## src/rtl/lock_monitor.sv

```systemverilog
// Lock monitor: counts frequency-code up/down events over fixed windows of
// 2^WIN_W cycles and decides lock/unlock with hysteresis over consecutive
// windows.
// Optional feature: define LOCK_MONITOR_LOSS_CNT_EN to add the 8-bit
// saturating lossCount output that counts lockLost pulses.
module lock_monitor #(
  parameter int unsigned CTRL_W         = 4,
  parameter int unsigned WIN_W          = 4,
  parameter int unsigned LOCK_WINDOWS   = 2,
  parameter int unsigned UNLOCK_WINDOWS = 3
) (
  input  logic              clock,
  input  logic              reset,
  input  logic              enable,
  input  logic              freqUp,
  input  logic              freqDn,
  input  logic [CTRL_W-1:0] lockThreshold,
  input  logic [CTRL_W-1:0] unlockThreshold,
  output logic              locked,
  output logic              lockLost,
  output logic              windowDone,
  output logic [CTRL_W-1:0] lastDiff
`ifdef LOCK_MONITOR_LOSS_CNT_EN
  ,
  output logic [7:0]        lossCount
`endif
);

  typedef enum logic {StUnlocked, StLocked} state_e;

  state_e            state_q;
  logic [WIN_W-1:0]  win_q;
  logic [CTRL_W-1:0] up_q;
  logic [CTRL_W-1:0] dn_q;
  logic [3:0]        good_q;
  logic [3:0]        bad_q;
  logic [CTRL_W-1:0] last_diff_q;
  logic              lock_lost_q;
  logic              window_done_q;

  logic              terminal;
  logic [CTRL_W-1:0] diff;
  logic              pass;
  logic              fail;
  logic [3:0]        good_inc;
  logic [3:0]        bad_inc;
  logic              lock_evt;
  logic              lost_evt;

  // Window evaluation: magnitude of up-dn without wrap, plus pass/fail tests.
  always_comb begin
    terminal = enable && (win_q == '1);
    diff     = (up_q >= dn_q) ? (up_q - dn_q) : (dn_q - up_q);
    pass     = (diff <= lockThreshold);
    fail     = (diff > unlockThreshold);
    good_inc = good_q + 4'd1;
    bad_inc  = bad_q + 4'd1;
    lock_evt = terminal && (state_q == StUnlocked) && pass && (good_inc == 4'(LOCK_WINDOWS));
    lost_evt = terminal && (state_q == StLocked) && fail && (bad_inc == 4'(UNLOCK_WINDOWS));
  end

  // Window and saturating event counters; terminal-cycle events are dropped.
  always_ff @(posedge clock or negedge reset) begin
    if (!reset) begin
      win_q <= '0;
      up_q  <= '0;
      dn_q  <= '0;
    end else if (!enable || terminal) begin
      win_q <= '0;
      up_q  <= '0;
      dn_q  <= '0;
    end else begin
      win_q <= win_q + 1'b1;
      if (freqUp && (up_q != '1)) up_q <= up_q + 1'b1;
      if (freqDn && (dn_q != '1)) dn_q <= dn_q + 1'b1;
    end
  end

  // Lock FSM with registered status outputs, advanced only at window ends.
  always_ff @(posedge clock or negedge reset) begin
    if (!reset) begin
      state_q       <= StUnlocked;
      good_q        <= '0;
      bad_q         <= '0;
      last_diff_q   <= '0;
      lock_lost_q   <= 1'b0;
      window_done_q <= 1'b0;
    end else if (!enable) begin
      // Idle: drop lock silently, keep the last reported diff.
      state_q       <= StUnlocked;
      good_q        <= '0;
      bad_q         <= '0;
      lock_lost_q   <= 1'b0;
      window_done_q <= 1'b0;
    end else begin
      lock_lost_q   <= 1'b0;
      window_done_q <= terminal;
      if (terminal) begin
        last_diff_q <= diff;
        unique case (state_q)
          StUnlocked: begin
            if (lock_evt) begin
              state_q <= StLocked;
              good_q  <= '0;
            end else if (pass) begin
              good_q <= good_inc;
            end else begin
              good_q <= '0;
            end
          end
          StLocked: begin
            if (lost_evt) begin
              state_q     <= StUnlocked;
              bad_q       <= '0;
              lock_lost_q <= 1'b1;
            end else if (fail) begin
              bad_q <= bad_inc;
            end else begin
              bad_q <= '0;
            end
          end
        endcase
      end
    end
  end

`ifdef LOCK_MONITOR_LOSS_CNT_EN
  logic [7:0] loss_q;

  // Saturating count of lock losses; only reset clears it.
  always_ff @(posedge clock or negedge reset) begin
    if (!reset) begin
      loss_q <= '0;
    end else if (lost_evt && (loss_q != 8'hFF)) begin
      loss_q <= loss_q + 8'd1;
    end
  end

  assign lossCount = loss_q;
`endif

  assign locked     = (state_q == StLocked);
  assign lockLost   = lock_lost_q;
  assign windowDone = window_done_q;
  assign lastDiff   = last_diff_q;

endmodule

```

## config.mk

```make
export PLATFORM = sky130hd
export DESIGN_NAME = lock_monitor
export DESIGN_NICKNAME = d
export VERILOG_FILES = /design/src/rtl/lock_monitor.sv
export SDC_FILE = /design/constraint.sdc
export NUM_CORES = 1
export LEC_CHECK = 0
export CELL_PAD_IN_SITES_DETAIL_PLACEMENT = 1
export CELL_PAD_IN_SITES_GLOBAL_PLACEMENT = 2
export CORE_MARGIN = 3
export CORE_UTILIZATION = 40
export CTS_BUF_LIST = sky130_fd_sc_hd__clkbuf_2
export DETAILED_ROUTE_END_ITERATION = 16
export GPL_ROUTABILITY_DRIVEN = 0
export GPL_TIMING_DRIVEN = 0
export PLACE_DENSITY_LB_ADDON = 0.15
export SKIP_CTS_REPAIR_TIMING = 1
export SLEW_MARGIN = 30
export SYNTH_ARGS = -nofsm -noshare
export SYNTH_HDL_FRONTEND = slang
export SYNTH_SLANG_ARGS = --single-unit
export TNS_END_PERCENT = 30
```

## constraint.sdc

```tcl
create_clock -name clock -period 6.7 [get_ports clock]
set_input_delay 1.675 -clock clock [delete_from_list [all_inputs] [get_ports clock]]
set_output_delay 1.675 -clock clock [all_outputs]
set_load 0.01 [all_outputs]
```

==> flow_summary_export.csv <==
group,metric,value,unit
status,outcome,"finished, final reports clean",
clocking,cts.sinks,27,
sta,tightest_slew,630.8,ps
yosys,netlist-cell-type-count,43,
power_and_ir_drop,power_per_cell_area,163.1,nW/um^2
yosys,postSynthCellCount,181,
floorplan,design.portCount,20,
finish,final_nets,242,
floorplan,floorplan.die.height,72.51,um
floorplan,number_of_rows_in_the_core_area,23,
finish,areaGrowthSynthToFinish,15.28,%
yosys,ys_warn_count,0,
power_and_ir_drop,switching_power,108.7,uW
grt,globalRouteOverflowTotal,0,
grt,globalRouteTotalUtil,0.1561,
finish,insertedDiodeCount,0,
power_and_ir_drop,power.switching_fraction,0.3269,
clocking,cts-buffers-inserted,3,
route,detail_route.drc_violations,0,
yosys,postSynthRegisterBits,27,
yosys,yosys-top-cells-area,"sky130_fd_sc_hd__dfrtp_1 (38%), sky130_fd_sc_hd__ha_1 (16%), sky130_fd_sc_hd__inv_1 (3.8%)",
floorplan,initial_core_utilization,0.4269,
route,vias_per_cell,5.335,
sta,fin_worst_skew,6.784,ps
grt,antenna_found_initial,0,
route,detail-route-antenna-nets,0,
sta,totalNegativeSetupSlack,0,ps
sta,final_hold_viol_count,0,
yosys,synth_seq_area_share,0.3819,
worst_setup_path,crit-reg2reg-launch,"up_q[0]",
power_and_ir_drop,power_frac_clock,0.197,
placed_design,port_buffers,19,
worst_setup_path,cp.arrival,3760,ps
sta,timing.fmax,0.2921,GHz
min_path,hold_path_startpoint,"win_q[0]",
worst_setup_path,critical_path.max_fanout,5,
yosys,synth_edf_count,0,
clocking,clock-root-buffer,"sky130_fd_sc_hd__clkbuf_2",
worst_setup_path,reg2reg_slack,3280,ps
yosys,synth_top_cell_area_share,0.3819,
min_path,hold_class,"reg2reg",
power_and_ir_drop,p_int,223.9,uW
sta,maxSlewViolCount,0,
min_path,hold_path_depth,1,
power_and_ir_drop,comb_power_share,0.284,
yosys,synth.largest_area_cell,"sky130_fd_sc_hd__dfrtp_1",
yosys,synth.cell_area,1769,um^2
floorplan,total_die_area,5257,um^2
job,drv_cap,0,
worst_setup_path,startpoint_type,"register",
sta,min_period_over_period,0.5110,
min_path,worstHoldEndpoint,"win_q[0]",
yosys,ys_dominant_reg_cell,"sky130_fd_sc_hd__dfrtp_1",
worst_setup_path,ff2ff_path_depth,14,
yosys,post_synthesis_net_count,218,
route,wire_per_inst,14.88,um
route,dr.first_iter.drc_count,34,
sta,rsz0062_at_grt,"no",
sta,period_minus_slack,3424,ps
clocking,path_clk_slew,270,ps
worst_setup_path,timing.critical_path.required,7040,ps
worst_setup_path,critical_path.endpoint_type,"register",
yosys,yosysMostFrequentCell,"sky130_fd_sc_hd__dfrtp_1",
route,num_vias,1355,
power_and_ir_drop,seq_power_share,0.518,
yosys,async_reset_ff_frac,1.000,
floorplan,placeableCoreArea,4144,um^2
route,dr.pass1.iters,3,
floorplan,die_w,72.51,um
worst_setup_path,worstReg2RegEnd,"good_q[2]",
yosys,syn-mean-instance-area,9.775,um^2
clocking,cts_tree,"done",
grt,grt_start_max_net_pins,28,
finish,layout-drive-gt1-share,0.05392,
sta,report.final.setup_viol,0,
sta,max-slew-margin-rel,0.5795,
route,totalWireLength,3.780,mm
power_and_ir_drop,max-vdd-ir-drop,0.09595,mV
sta,final.hold.worst_slack,495.7,ps
power_and_ir_drop,cellLeakagePower,0.9483,nW
yosys,synthTopCellsByCount,"sky130_fd_sc_hd__dfrtp_1 (27), sky130_fd_sc_hd__ha_1 (22), sky130_fd_sc_hd__inv_1 (18), sky130_fd_sc_hd__nand2_1 (18)",
clocking,cts-htree-levels,1,
clocking,clkLatencyLatePin,370,ps
grt,first_global_vias,1387,
worst_setup_path,criticalPathCategory,"reg2reg",
placed_design,detailedPlacementHpwl,3.092,mm
clocking,cts_max_path_buffers,2,
grt,first_pass_grt_wire_length,6.472,mm
placed cells by master (no fill, tap or decap), types with 6 or more instances in the layout:
master,instances
sky130_fd_sc_hd__ha_1,22
sky130_fd_sc_hd__nand3_1,9
sky130_fd_sc_hd__o21ai_1,6
sky130_fd_sc_hd__inv_1,18
sky130_fd_sc_hd__nor2_1,9
sky130_fd_sc_hd__nand2_1,18
sky130_fd_sc_hd__xor2_1,6
sky130_fd_sc_hd__a21oi_1,7
sky130_fd_sc_hd__clkdlybuf4s50_1,18
sky130_fd_sc_hd__dfrtp_1,27
sky130_fd_sc_hd__xnor2_1,6
worst max path at each step:
stage                                 from        end  slack [ps]  cells past startpoint
after floorplan                    up_q[0]  good_q[2]        3760                     14
after global placement    lockThreshold[3]  good_q[2]        3260                      8
after detailed placement  lockThreshold[3]  good_q[2]        3180                      8
after CTS                          up_q[0]  good_q[2]        3290                     14
after global routing               up_q[0]  good_q[2]        3040                     14
final                              up_q[0]  good_q[2]        3280                     14
layer usage:
metal,wire length [um],track usage
met5,0,0
met4,22,0.04303
met3,138,0.01939
met2,1724,0.2588
met1,1895,0.2149
kinds of logic (layout without fill, tap and decap cells):
logic type               after synthesis  count (layout)  synth area share
AND/OR/NAND/NOR                       58              58            0.1648
AO/OA/AOI/OAI                         35              35            0.1386
flip-flops                            27              27            0.3819
adder cells (fa/ha/maj)               24              24            0.1782
buffers and inverters                 20              43           0.04243
XOR/XNOR                              12              12           0.05941
multiplexers                           5               5           0.03465
critical path, cell delays in order (launching register included):
cell and delay [ps]:
sky130_fd_sc_hd__dfrtp_1 510, sky130_fd_sc_hd__inv_1 80, sky130_fd_sc_hd__ha_1 170, sky130_fd_sc_hd__inv_1 60, sky130_fd_sc_hd__fa_1 380, sky130_fd_sc_hd__a21o_1 200, sky130_fd_sc_hd__a31oi_4 240, sky130_fd_sc_hd__a32o_1 240
sky130_fd_sc_hd__xor2_1 290, sky130_fd_sc_hd__ha_1 320, sky130_fd_sc_hd__nand4b_1 120, sky130_fd_sc_hd__nand3_1 110, sky130_fd_sc_hd__a211o_1 330, sky130_fd_sc_hd__nor3b_1 220, sky130_fd_sc_hd__a21o_1 110
layout make-up:
cell class / instances / area, um^2
clock buffer: 3 / 15.01
fill: 476 / 2105
clock inverter: 1 / 7.507
timing repair buffer: 19 / 185.2
sequential: 27 / 675.6
inverter: 20 / 75.07
multi-input combinational: 134 / 1018
tap: 50 / 62.56
power by group through the flow:
stage                     clock network [mW]  registers (mW)  logic (mW)
final                                 0.0656           0.172      0.0946
after global routing                  0.0753           0.174       0.109
after CTS                             0.0708           0.172      0.0961
after detailed placement                   0           0.175      0.0956
after global placement                     0           0.175      0.0900
after floorplan                            0           0.174      0.0659
metrics by stage:
step                      worst slack [ps]  cell area (um^2)    util  power (mW)  std cells
after global routing                  3035              2039  0.4922      0.3579        254
after CTS                             3288              2039  0.4922      0.3394        254
after floorplan                       3761              1769       -      0.2395        181
after detailed placement              3181              2017  0.4867      0.2707        250
final                                 3276              2039  0.4922      0.3326        254
after global placement                3255              2022  0.4879      0.2648        250
flip-flops by register name, summed over array words and instances, names as in the netlist:
name and count:
bad_q 4, dn_q 4, good_q 4, lastDiff 4
lockLost 1, locked 1, up_q 4, win_q 4
windowDone 1
Power figures use the tool's default switching activity.
